==> src/rtl/alu_control_mc_if.sv <==
// alu_control_mc_if
// Request/response bundle between the main control unit, the ALU control
// block and the ALU/mult-div unit.
//   in_valid/in_ready : request handshake (control unit -> block)
//   aluop/funct       : request payload
//   out_valid/out_ready: response handshake (block -> ALU)
//   select/illegal    : response payload
//   busy              : multi-cycle operation in progress
// Modports: master = requester/consumer side, slave = the decoder block.
interface alu_control_mc_if #(
  parameter int FUNCT_W = 6,
  parameter int SEL_W   = 4
);
  logic               in_valid;
  logic               in_ready;
  logic [1:0]         aluop;
  logic [FUNCT_W-1:0] funct;
  logic               out_valid;
  logic               out_ready;
  logic [SEL_W-1:0]   select;
  logic               illegal;
  logic               busy;

  modport master (
    output in_valid, aluop, funct, out_ready,
    input  in_ready, out_valid, select, illegal, busy
  );

  modport slave (
    input  in_valid, aluop, funct, out_ready,
    output in_ready, out_valid, select, illegal, busy
  );
endinterface

==> src/rtl/alu_control_mc.sv <==
// alu_control_mc
// Registered ALU control decoder with valid/ready handshakes on both sides.
// Decodes aluop/funct into an ALU select code; MULT and DIV hold the block
// in a countdown state so out_valid appears exactly MUL_CYCLES / DIV_CYCLES
// cycles after the accepting edge.
// Ports:
//   clk           : clock, rising edge
//   rst           : synchronous active-high reset
//   bus (slave)   : request/response bundle, see alu_control_mc_if
//   op_count      : output handshake counter (ALUCTRL_STATS_EN only)
//   illegal_count : illegal output handshake counter (ALUCTRL_STATS_EN only)
// Optional feature macro: ALUCTRL_STATS_EN adds the saturating counters.
module alu_control_mc #(
  parameter int FUNCT_W    = 6,
  parameter int SEL_W      = 4,
  parameter int MUL_CYCLES = 4,
  parameter int DIV_CYCLES = 8
) (
  input  logic            clk,
  input  logic            rst,
  alu_control_mc_if.slave bus
`ifdef ALUCTRL_STATS_EN
  ,
  output logic [15:0]     op_count,
  output logic [7:0]      illegal_count
`endif
);

  localparam int MAXC  = (MUL_CYCLES > DIV_CYCLES) ? MUL_CYCLES : DIV_CYCLES;
  localparam int CNT_W = $clog2(MAXC);

  typedef enum logic [1:0] {S_IDLE, S_WAIT, S_OUT} state_t;

  // Decode result: [6] multi-cycle, [5] divide, [4] illegal, [3:0] select.
  function automatic logic [6:0] decode(input logic [1:0] op,
                                        input logic [FUNCT_W-1:0] f);
    logic [6:0] r;
    r = {3'b001, 4'b0011};
    case (op)
      2'b00: r = {3'b000, 4'b0010};
      2'b01: r = {3'b000, 4'b0110};
      2'b10: begin
        // Any set bit above the decoded 6-bit field makes the request illegal.
        if ((f >> 6) == '0) begin
          case (f[5:0])
            6'b100000: r = {3'b000, 4'b0010};
            6'b100010: r = {3'b000, 4'b0110};
            6'b100100: r = {3'b000, 4'b0000};
            6'b100101: r = {3'b000, 4'b0001};
            6'b101010: r = {3'b000, 4'b0111};
            6'b100111: r = {3'b000, 4'b1100};
            6'b000000: r = {3'b000, 4'b1000};
            6'b000010: r = {3'b000, 4'b1001};
            6'b011000: r = {3'b100, 4'b1010};
            6'b011010: r = {3'b110, 4'b1011};
            default:   r = {3'b001, 4'b0011};
          endcase
        end
      end
      default: r = {3'b001, 4'b0011};
    endcase
    return r;
  endfunction

  state_t           state_q, state_d;
  logic [CNT_W-1:0] cnt_q, cnt_d;
  logic [SEL_W-1:0] select_q, select_d;
  logic             illegal_q, illegal_d;
  logic             in_ready;
  logic             accept;
  logic [6:0]       dec;

  assign in_ready = !rst && ((state_q == S_IDLE) ||
                             ((state_q == S_OUT) && bus.out_ready));
  assign accept   = bus.in_valid && in_ready;
  assign dec      = decode(bus.aluop, bus.funct);

  always_comb begin
    state_d   = state_q;
    cnt_d     = cnt_q;
    select_d  = select_q;
    illegal_d = illegal_q;
    case (state_q)
      S_WAIT: begin
        if (cnt_q == '0) state_d = S_OUT;
        else             cnt_d   = cnt_q - 1'b1;
      end
      S_OUT: begin
        if (bus.out_ready) state_d = S_IDLE;
      end
      default: ;
    endcase
    // A new accept overrides the retire path, giving bubble-free streaming.
    if (accept) begin
      select_d  = SEL_W'(dec[3:0]);
      illegal_d = dec[4];
      if (dec[6]) begin
        state_d = S_WAIT;
        // WAIT lasts CYCLES-1 cycles, so the OUT state lands CYCLES after accept.
        cnt_d   = dec[5] ? CNT_W'(DIV_CYCLES - 2) : CNT_W'(MUL_CYCLES - 2);
      end else begin
        state_d = S_OUT;
      end
    end
  end

  always_ff @(posedge clk) begin
    if (rst) begin
      state_q   <= S_IDLE;
      cnt_q     <= '0;
      select_q  <= '0;
      illegal_q <= 1'b0;
    end else begin
      state_q   <= state_d;
      cnt_q     <= cnt_d;
      select_q  <= select_d;
      illegal_q <= illegal_d;
    end
  end

  assign bus.in_ready  = in_ready;
  assign bus.out_valid = (state_q == S_OUT);
  assign bus.busy      = (state_q == S_WAIT);
  assign bus.select    = select_q;
  assign bus.illegal   = illegal_q;

`ifdef ALUCTRL_STATS_EN
  logic [15:0] op_count_q, op_count_d;
  logic [7:0]  illegal_count_q, illegal_count_d;
  logic        out_hs;

  assign out_hs = (state_q == S_OUT) && bus.out_ready;

  always_comb begin
    op_count_d      = op_count_q;
    illegal_count_d = illegal_count_q;
    if (out_hs && (op_count_q != '1))
      op_count_d = op_count_q + 1'b1;
    if (out_hs && illegal_q && (illegal_count_q != '1))
      illegal_count_d = illegal_count_q + 1'b1;
  end

  always_ff @(posedge clk) begin
    if (rst) begin
      op_count_q      <= '0;
      illegal_count_q <= '0;
    end else begin
      op_count_q      <= op_count_d;
      illegal_count_q <= illegal_count_d;
    end
  end

  assign op_count      = op_count_q;
  assign illegal_count = illegal_count_q;
`endif

endmodule

==> src/flat_wrapper.sv <==
// flat-port wrapper written by rule: the top's interface ports become plain ports
module alu_control_mc_flat 
#(
  parameter int FUNCT_W    = 6,
  parameter int SEL_W      = 4,
  parameter int MUL_CYCLES = 4,
  parameter int DIV_CYCLES = 8
)
  (clk, rst, bus_in_valid, bus_aluop, bus_funct, bus_out_ready, bus_in_ready, bus_out_valid, bus_select, bus_illegal, bus_busy);
  alu_control_mc_if #(.FUNCT_W(FUNCT_W), .SEL_W(SEL_W)) bus_i ();
  input  logic clk;
  input  logic rst;
  input wire logic [$bits(bus_i.in_valid)-1:0] bus_in_valid;
  input wire logic [$bits(bus_i.aluop)-1:0] bus_aluop;
  input wire logic [$bits(bus_i.funct)-1:0] bus_funct;
  input wire logic [$bits(bus_i.out_ready)-1:0] bus_out_ready;
  output wire logic [$bits(bus_i.in_ready)-1:0] bus_in_ready;
  output wire logic [$bits(bus_i.out_valid)-1:0] bus_out_valid;
  output wire logic [$bits(bus_i.select)-1:0] bus_select;
  output wire logic [$bits(bus_i.illegal)-1:0] bus_illegal;
  output wire logic [$bits(bus_i.busy)-1:0] bus_busy;
  assign bus_i.in_valid = bus_in_valid;
  assign bus_i.aluop = bus_aluop;
  assign bus_i.funct = bus_funct;
  assign bus_i.out_ready = bus_out_ready;
  assign bus_in_ready = bus_i.in_ready;
  assign bus_out_valid = bus_i.out_valid;
  assign bus_select = bus_i.select;
  assign bus_illegal = bus_i.illegal;
  assign bus_busy = bus_i.busy;
  alu_control_mc #(.FUNCT_W(FUNCT_W), .SEL_W(SEL_W), .MUL_CYCLES(MUL_CYCLES), .DIV_CYCLES(DIV_CYCLES)) u_core (.clk(clk), .rst(rst), .bus(bus_i));
endmodule
==> config.mk <==
export PLATFORM = sky130hd
export DESIGN_NAME = alu_control_mc_flat
export DESIGN_NICKNAME = d
export VERILOG_FILES = /design/src/rtl/alu_control_mc_if.sv /design/src/rtl/alu_control_mc.sv /design/src/flat_wrapper.sv
export SDC_FILE = /design/constraint.sdc
export NUM_CORES = 1
export LEC_CHECK = 0
export ABC_AREA = 1
export CORE_ASPECT_RATIO = 0.9
export CORE_MARGIN = 2
export CORE_UTILIZATION = 23
export DETAILED_ROUTE_END_ITERATION = 10
export PLACE_DENSITY_LB_ADDON = 0.25
export SETUP_SLACK_MARGIN = 0.2
export SLEW_MARGIN = 20
export SYNTH_ARGS = -nofsm -noshare
export SYNTH_HDL_FRONTEND = slang
export SYNTH_SLANG_ARGS = --single-unit
==> constraint.sdc <==
create_clock -name clk -period 1.6 [get_ports clk]
set_input_delay 0.16 -clock clk [delete_from_list [all_inputs] [get_ports clk]]
set_output_delay 0.16 -clock clk [all_outputs]
set_load 0.005 [all_outputs]
==> summary.md, run 1 <==
| Metric | Value |
|---|---|
| Global placer's final weighted congestion | `between 0.8 and 0.9` |
| Vias | `just under 800` |
| Routed vias/inst | `4.10` |
| Sequential share of power | `0.403` |
| Remaining antenna violation count | `0` |
| Slew Limit Fails | `0` |
| RSZ-0062 raised after global routing | `true` |
| WL final | `between 1.5 and 2 mm` |
| Max_cap viols | `0` |
| Syn_area_per_cell | `around 6.3 sq um` |
| Comb pwr share | `0.218` |
| Num CTS Buffers | `3` |
| Crit path launch type | `primary input` |
| CP endpoint kind | `flip-flop` |
| Initial Util | `0.246` |
| Leak | `approximately 0.51 nW` |
| Synth-to-Final Area Change | `41.3%` |
| Slew HR | `0.866` |
| Max Clock Skew | `0.000897 ns` |
| I/O pins | `20` |
| Drt drc | `0` |
| Detailed Routing Iterations Pass 1 | `4` |
| PortBufs | `19` |
| Net switching share of the total power | `0.249` |
| Final Hold Viols | `0` |
| PD cells | `597 nW/um^2` |
| Slack of the worst reg-to-reg path | `~0.3 ns` |
| Antenna violations before repair | `0` |
| Tot Pwr | `0.652 mW` |
| Final #Nets | `between 150 and 200` |
| Crit Path Category | `primary input to flip-flop` |
| Net Switching | `roughly 0.16 mW` |
| Most used DFF post-synth | `dfxtp_1` |
| Worst slew pin tran | `roughly 0.20 ns` |
| Sequential area share after synthesis | `0.259` |
| First-pass GRT wire length | `2.91 mm` |
| Drt first-iter violations | `17` |
| Sink Count | `10` |
| Avg WL per Cell | `9.10 um` |
| Yosys reg bits | `10` |
| Cells after Synth | `122` |
| Overall routing resource usage | `0.0973` |
| Clock Latency Late Sink | `between 0.2 and 0.25 ns` |
| CP arrival | `1.42 ns` |
| Die area | `3840 sq um` |
| Min Tclk post-route | `~1.3 ns` |
| Pint | `0.490 mW` |
| Core Box Area | `between 3000 and 4000 sq um` |
| FMAX | `between 700 and 800 MHz` |
| Site Rows | `19` |
| EDFF count, synth | `0` |
| Clk pin slew, worst setup/hold paths | `roughly 0.04 ns` |
| Mapped Area | `slightly below 800 sq um` |
| Status | `finished clean` |
| Setup TNS Final | `0 ns` |
| Cts-stage hold buffer count | `0` |
| Synth cell types | `24` |
| Final worst-path cycle share | `0.809` |
| Hpwl dp | `approximately 1.5 mm` |
| CP max FO | `4` |
| Die H | `59.0 um` |
| Worst vdd ir | `0.512 mV` |
| Clock power share | `0.379` |
| Post-synth ARST share | `0` |
| ANT cells | `0` |
| Die W | `65.1 um` |
| Ys Warns | `0` |
| Vias in the first global route | `672` |
| Final setup fails | `0` |
| Critical Path RT | `between 1.5 and 2 ns` |
| Clk buf depth | `2` |
| Syn Nets | `137` |
| Clk root buf | `clkbuf_8` |
| H-Tree Level Count | `1` |
| Largest net degree at the start of global routing | `10` |
| CTS tree | `done` |
| Layout cells sized above 1 | `0.245` |
| GRT overflow | `0` |
| Hold/Removal Path Class | `flip-flop to flip-flop` |
-- state kept, by name, indices dropped and copies added, names as in the netlist --
name / count
u_core.bus.select: 4
u_core.cnt_q: 3
u_core.state_q: 2
u_core.bus.illegal: 1
-- power by group through the flow --
| stage | clock network [mW] | registers [mW] | logic [mW] |
|---|---|---|---|
| final | 0.247 | 0.263 | 0.142 |
| after global routing | 0.269 | 0.263 | 0.158 |
| after CTS | 0.261 | 0.262 | 0.142 |
| after detailed placement | 0 | 0.267 | 0.144 |
| after global placement | 0 | 0.268 | 0.144 |
| after floorplan | 0 | 0.268 | 0.0704 |
-- repair_timing --
action	in CTS	in global routing
setup endpoints to repair	3	7
buffers inserted	1	0
resized for setup	5	7
-- cell type report --
class / instances / area (sq um)
tap: 42 / 52.6
timing repair buffer: 23 / 219
multi-input combinational: 90 / 497
fill: 360 / 2050
inverter: 21 / 81.3
clock buffer: 3 / 41.3
sequential: 10 / 201
-- layout by cell type, fill, tap and decap left out, types with 4 or more instances in the layout --
cell type	count
nor2_1	8
dfxtp_1	9
nand2_1	31
nand3_1	10
inv_2	8
clkdlybuf4s50_1	15
inv_1	12
nor2_2	10
a21oi_1	8
buf_4	4
-- worst max-delay path, stage by stage --
cell and delay (ns):
clkdlybuf4s50_1 0.56, inv_2 0.08, nor2_2 0.12, nand3_1 0.14, nor2_1 0.11, nand2_1 0.09, and3_1 0.15
-- stage by stage --
stage / instance area [sq um] / setup WS (ns) / util / hold slack, ns / std cells
2_1_floorplan: 773 / 0.349 / - / 0.342 / 122
3_5_place_dp: 1030 / 0.0548 / 0.329 / 0.464 / 185
6_report: 1090 / 0.305 / 0.348 / 0.466 / 189
5_1_grt: 1090 / 0.196 / 0.348 / 0.478 / 189
4_1_cts: 1080 / 0.239 / 0.344 / 0.473 / 189
3_3_place_gp: 1030 / 0.0509 / 0.329 / 0.460 / 185
-- cell families (layout without fill, tap and decap cells) --
group | Yosys count | count (layout) | share of synthesized area
adders and majority gates | 3 | 3 | 0.0485
buffers and inverters | 22 | 47 | 0.112
xor gates and xnor gates | 1 | 1 | 0.0113
and+or+nand+nor | 69 | 69 | 0.447
DFF | 10 | 10 | 0.259
AOI/OAI and AO/OA | 17 | 17 | 0.123
-- worst paths after layout --
path / from / end / cells after the start
worst max-delay path: bus_funct[4] / u_core.cnt_q[0] / 7
worst min-delay path: u_core.bus.illegal / u_core.bus.illegal / 2
worst max register to register: u_core.cnt_q[0] / u_core.cnt_q[0] / 7
worst min register to register: u_core.bus.illegal / u_core.bus.illegal / 2
-- per-layer routing --
metal / vias to the layer above / global-route usage / part of all wire
met5: - / 0 / 0
met4: 0 / 0.0179 / 0
met3: 0 / 0.0399 / 0.055
met2: 14 / 0.137 / 0.43
met1: 326 / 0.141 / 0.51
li1: 435 / - / -
-- synth_stat cells, drive strengths merged (3+ instances only) --
master / n / share of area
nor2: 20 / 0.14
nand3: 14 / 0.13
nand2: 32 / 0.16
dfxtp: 10 / 0.26
o21ai: 6 / 0.039
a21oi: 9 / 0.063
ha: 3 / 0.049
inv: 21 / 0.11
Note: power is estimated with default switching activity, not from simulation.
==> run 2: changes to the inputs <==
Clock period 1.6 ns to 1.1 ns, I/O delays scaled along.
==> run 2 against run 1 <==
  * Setup slack got worse by 0.39 ns
  * Sequential cell count did not move
  * Clock skew increased by 0.0025 ns
  * Die area did not move
  * The flow now finishes with violations (negative setup slack)
  * Critical path type is now flip-flop to flip-flop
  * Design area is 22% higher
  * Critical path depth increased by 3
==> summary.md, run 2 (synthesis results as in run 1) <==
| Metric | Value |
|---|---|
| Clock Latency Late Sink | `0.24 ns (about the same)` |
| Die W | `65.1 um (unchanged)` |
| Post-layout util | `0.424 (+0.0762)` |
| Slew HR | `0.832 (-0.0339)` |
| Slew Limit Fails | `0 (unchanged)` |
| Hpwl dp | `1.63 mm (+10%)` |
| Overall routing resource usage | `0.122 (+0.0252)` |
| Cells after DPL | `196 (+5.9%)` |
| Worst vdd ir | `0.836 mV (+63%)` |
| Pre-CTS setup slack | `-0.422 ns (-0.477 ns)` |
| Clock power share | `0.419 (+0.040)` |
| CP max FO | `2 (-2)` |
| CP arrival | `1.36 ns (-0.06 ns)` |
| CP endpoint kind | `flip-flop` |
| CTS tree | `done` |
| Drt drc | `0 (unchanged)` |
| WL final | `2.09 mm (+22%)` |
| Vias | `896 (+16%)` |
| Final #Nets | `181 (+10%)` |
| Vias in the first global route | `868 (+29%)` |
| Max Clock Skew | `0.00344 ns (+0.00254 ns)` |
| Net Switching | `0.283 mW (+75%)` |
| Comb pwr share | `0.232 (+0.014)` |
| Pint | `0.809 mW (+65%)` |
| Crit path launch type | `flip-flop` |
| Slack of the worst reg-to-reg path | `-0.08 ns (-0.39 ns)` |
| Net switching share of the total power | `0.260 (+0.0104)` |
| Setup WS post-layout | `-0.0830 ns (-0.388 ns)` |
| Max reg flops | `4 (unchanged)` |
| Min Tclk post-route | `1.18 ns` |
| Num CTS Buffers | `3 (unchanged)` |
| Synth-to-Final Area Change | `72.2%` |
| GRT overflow | `0 (unchanged)` |
| ANT cells | `0 (unchanged)` |
| Remaining antenna violation count | `0 (unchanged)` |
| Global placer's final weighted congestion | `0.833 (+0.54%)` |
| Final Hold Viols | `0 (unchanged)` |
| FMAX | `between 800 and 900 MHz` |
| Layout cells sized above 1 | `0.503 (+0.258)` |
| Core Box Area | `3140 sq um (unchanged)` |
| Clk pin slew, worst setup/hold paths | `0.05 ns (about the same)` |
| Failing checks | `negative setup slack` |
| Final std cells w/o fill | `207 (+9.5%)` |
| Drt first-iter violations | `14 (-3)` |
| Routed vias/inst | `4.33 (+5.6%)` |
| Die area | `3840 sq um (unchanged)` |
| Avg WL per Cell | `10.1 um (+11%)` |
| Setup TNS Final | `-0.313 ns (-0.313 ns)` |
| Die H | `59.0 um (unchanged)` |
| PD cells | `820 nW/um^2 (+37%)` |
| Sink Count | `10 (unchanged)` |
| Hold/Removal Path Class | `primary input to flip-flop` |
| H-Tree Level Count | `1 (unchanged)` |
| Initial Util | `0.246 (unchanged)` |
| Site Rows | `19 (unchanged)` |
| Final setup fails | `6 (+6)` |
| First-pass GRT wire length | `3.68 mm (+26%)` |
| RSZ-0062 raised after global routing | `true` |
| Final worst-path cycle share | `1.08` |
| Largest net degree at the start of global routing | `8 (-2)` |
| I/O pins | `20 (unchanged)` |
| Tot Pwr | `1.09 mW (+68%)` |
| Clk buf depth | `2 (unchanged)` |
| Crit Path Category | `flip-flop to flip-flop` |
| Most frequent cells in the layout | `nand2_1, buf_4` |
| Commonest non-fill, non-tap cell in the layout | `nand2_1` |
| Clk root buf | `clkbuf_8` |
| PortBufs | `19 (unchanged)` |
| Max_cap viols | `0 (unchanged)` |
| Antenna violations before repair | `0 (unchanged)` |
| Detailed Routing Iterations Pass 1 | `4 (unchanged)` |
| Sequential share of power | `0.349 (-0.054)` |
| Status | `complete, but fails checks` |
| Worst slew pin tran | `0.251 ns (+0.0522 ns)` |
| Leak | `0.637 nW (+25%)` |
| Critical Path RT | `1.27 ns (-0.45 ns)` |
run 2: cell count changes in the layout (fill, tap and decap cells not counted), moves of 4 or more:
cell / previous run / this run
buf_4: 4 / 19
clkdlybuf4s50_1: 15 / 3
dlygate4sd2_1: 3 / 8
clkbuf_2: 0 / 4
dfxtp_1: 9 / 5
nand2_1: 31 / 27
nor2_4: 2 / 6
run 2: critical path, cell delays in order (launching register included):
cell     delay [ns]
dfxtp_2        0.33
inv_2          0.04
ha_4           0.16
inv_2          0.06
ha_4           0.11
nand2_2        0.04
o21ai_2        0.07
o21ai_1        0.09
nand2_1        0.06
nand2_1        0.06
a21oi_2        0.11
run 2: worst paths after layout:
kind / depth (start not counted) / end / from
min reg2reg: 2 / u_core.bus.illegal / u_core.bus.illegal
max reg2reg: 10 / u_core.cnt_q[2] / u_core.cnt_q[1]
min: 2 / u_core.state_q[1] / rst
max: 10 / u_core.cnt_q[2] / u_core.cnt_q[1]
run 2: cell type report:
type,count,area [sq um]
multi-input cells,90,609
clock buffers,4,55.1
flip-flops and latches,10,209
fillers,344,1810
inverters,21,88.8
repair buffers,40,317
well taps,42,52.6
run 2: through the flow:
step,instance area (sq um),hold WS [ns]
after floorplan,825,0.284
after global placement,1170,0.459
after detailed placement,1170,0.461
after CTS,1290,0.312
after global routing,1330,0.352
final,1330,0.319
run 2: layer usage:
layer | part of all wire | track usage | up-vias
met3 | 0.065 | 0.0361 | 2
li1 | - | - | 474
met2 | 0.47 | 0.206 | 23
met4 | 0.0024 | 0.0179 | 0
met5 | 0 | 0 | -
met1 | 0.46 | 0.161 | 397
run 2: power by group through the flow:
stage | clock network (mW) | logic (mW) | registers [mW]
after floorplan | 0 | 0.105 | 0.390
after global placement | 0 | 0.234 | 0.389
after detailed placement | 0 | 0.236 | 0.389
after CTS | 0.471 | 0.238 | 0.379
after global routing | 0.493 | 0.283 | 0.382
final | 0.458 | 0.254 | 0.381
run 2: timing repair:
action	in CTS	in global routing
setup buffers	5	2
endpoints found under the setup margin	18	18
gates resized for setup	46	19
pin swaps	9	7
hold buffers	0	0
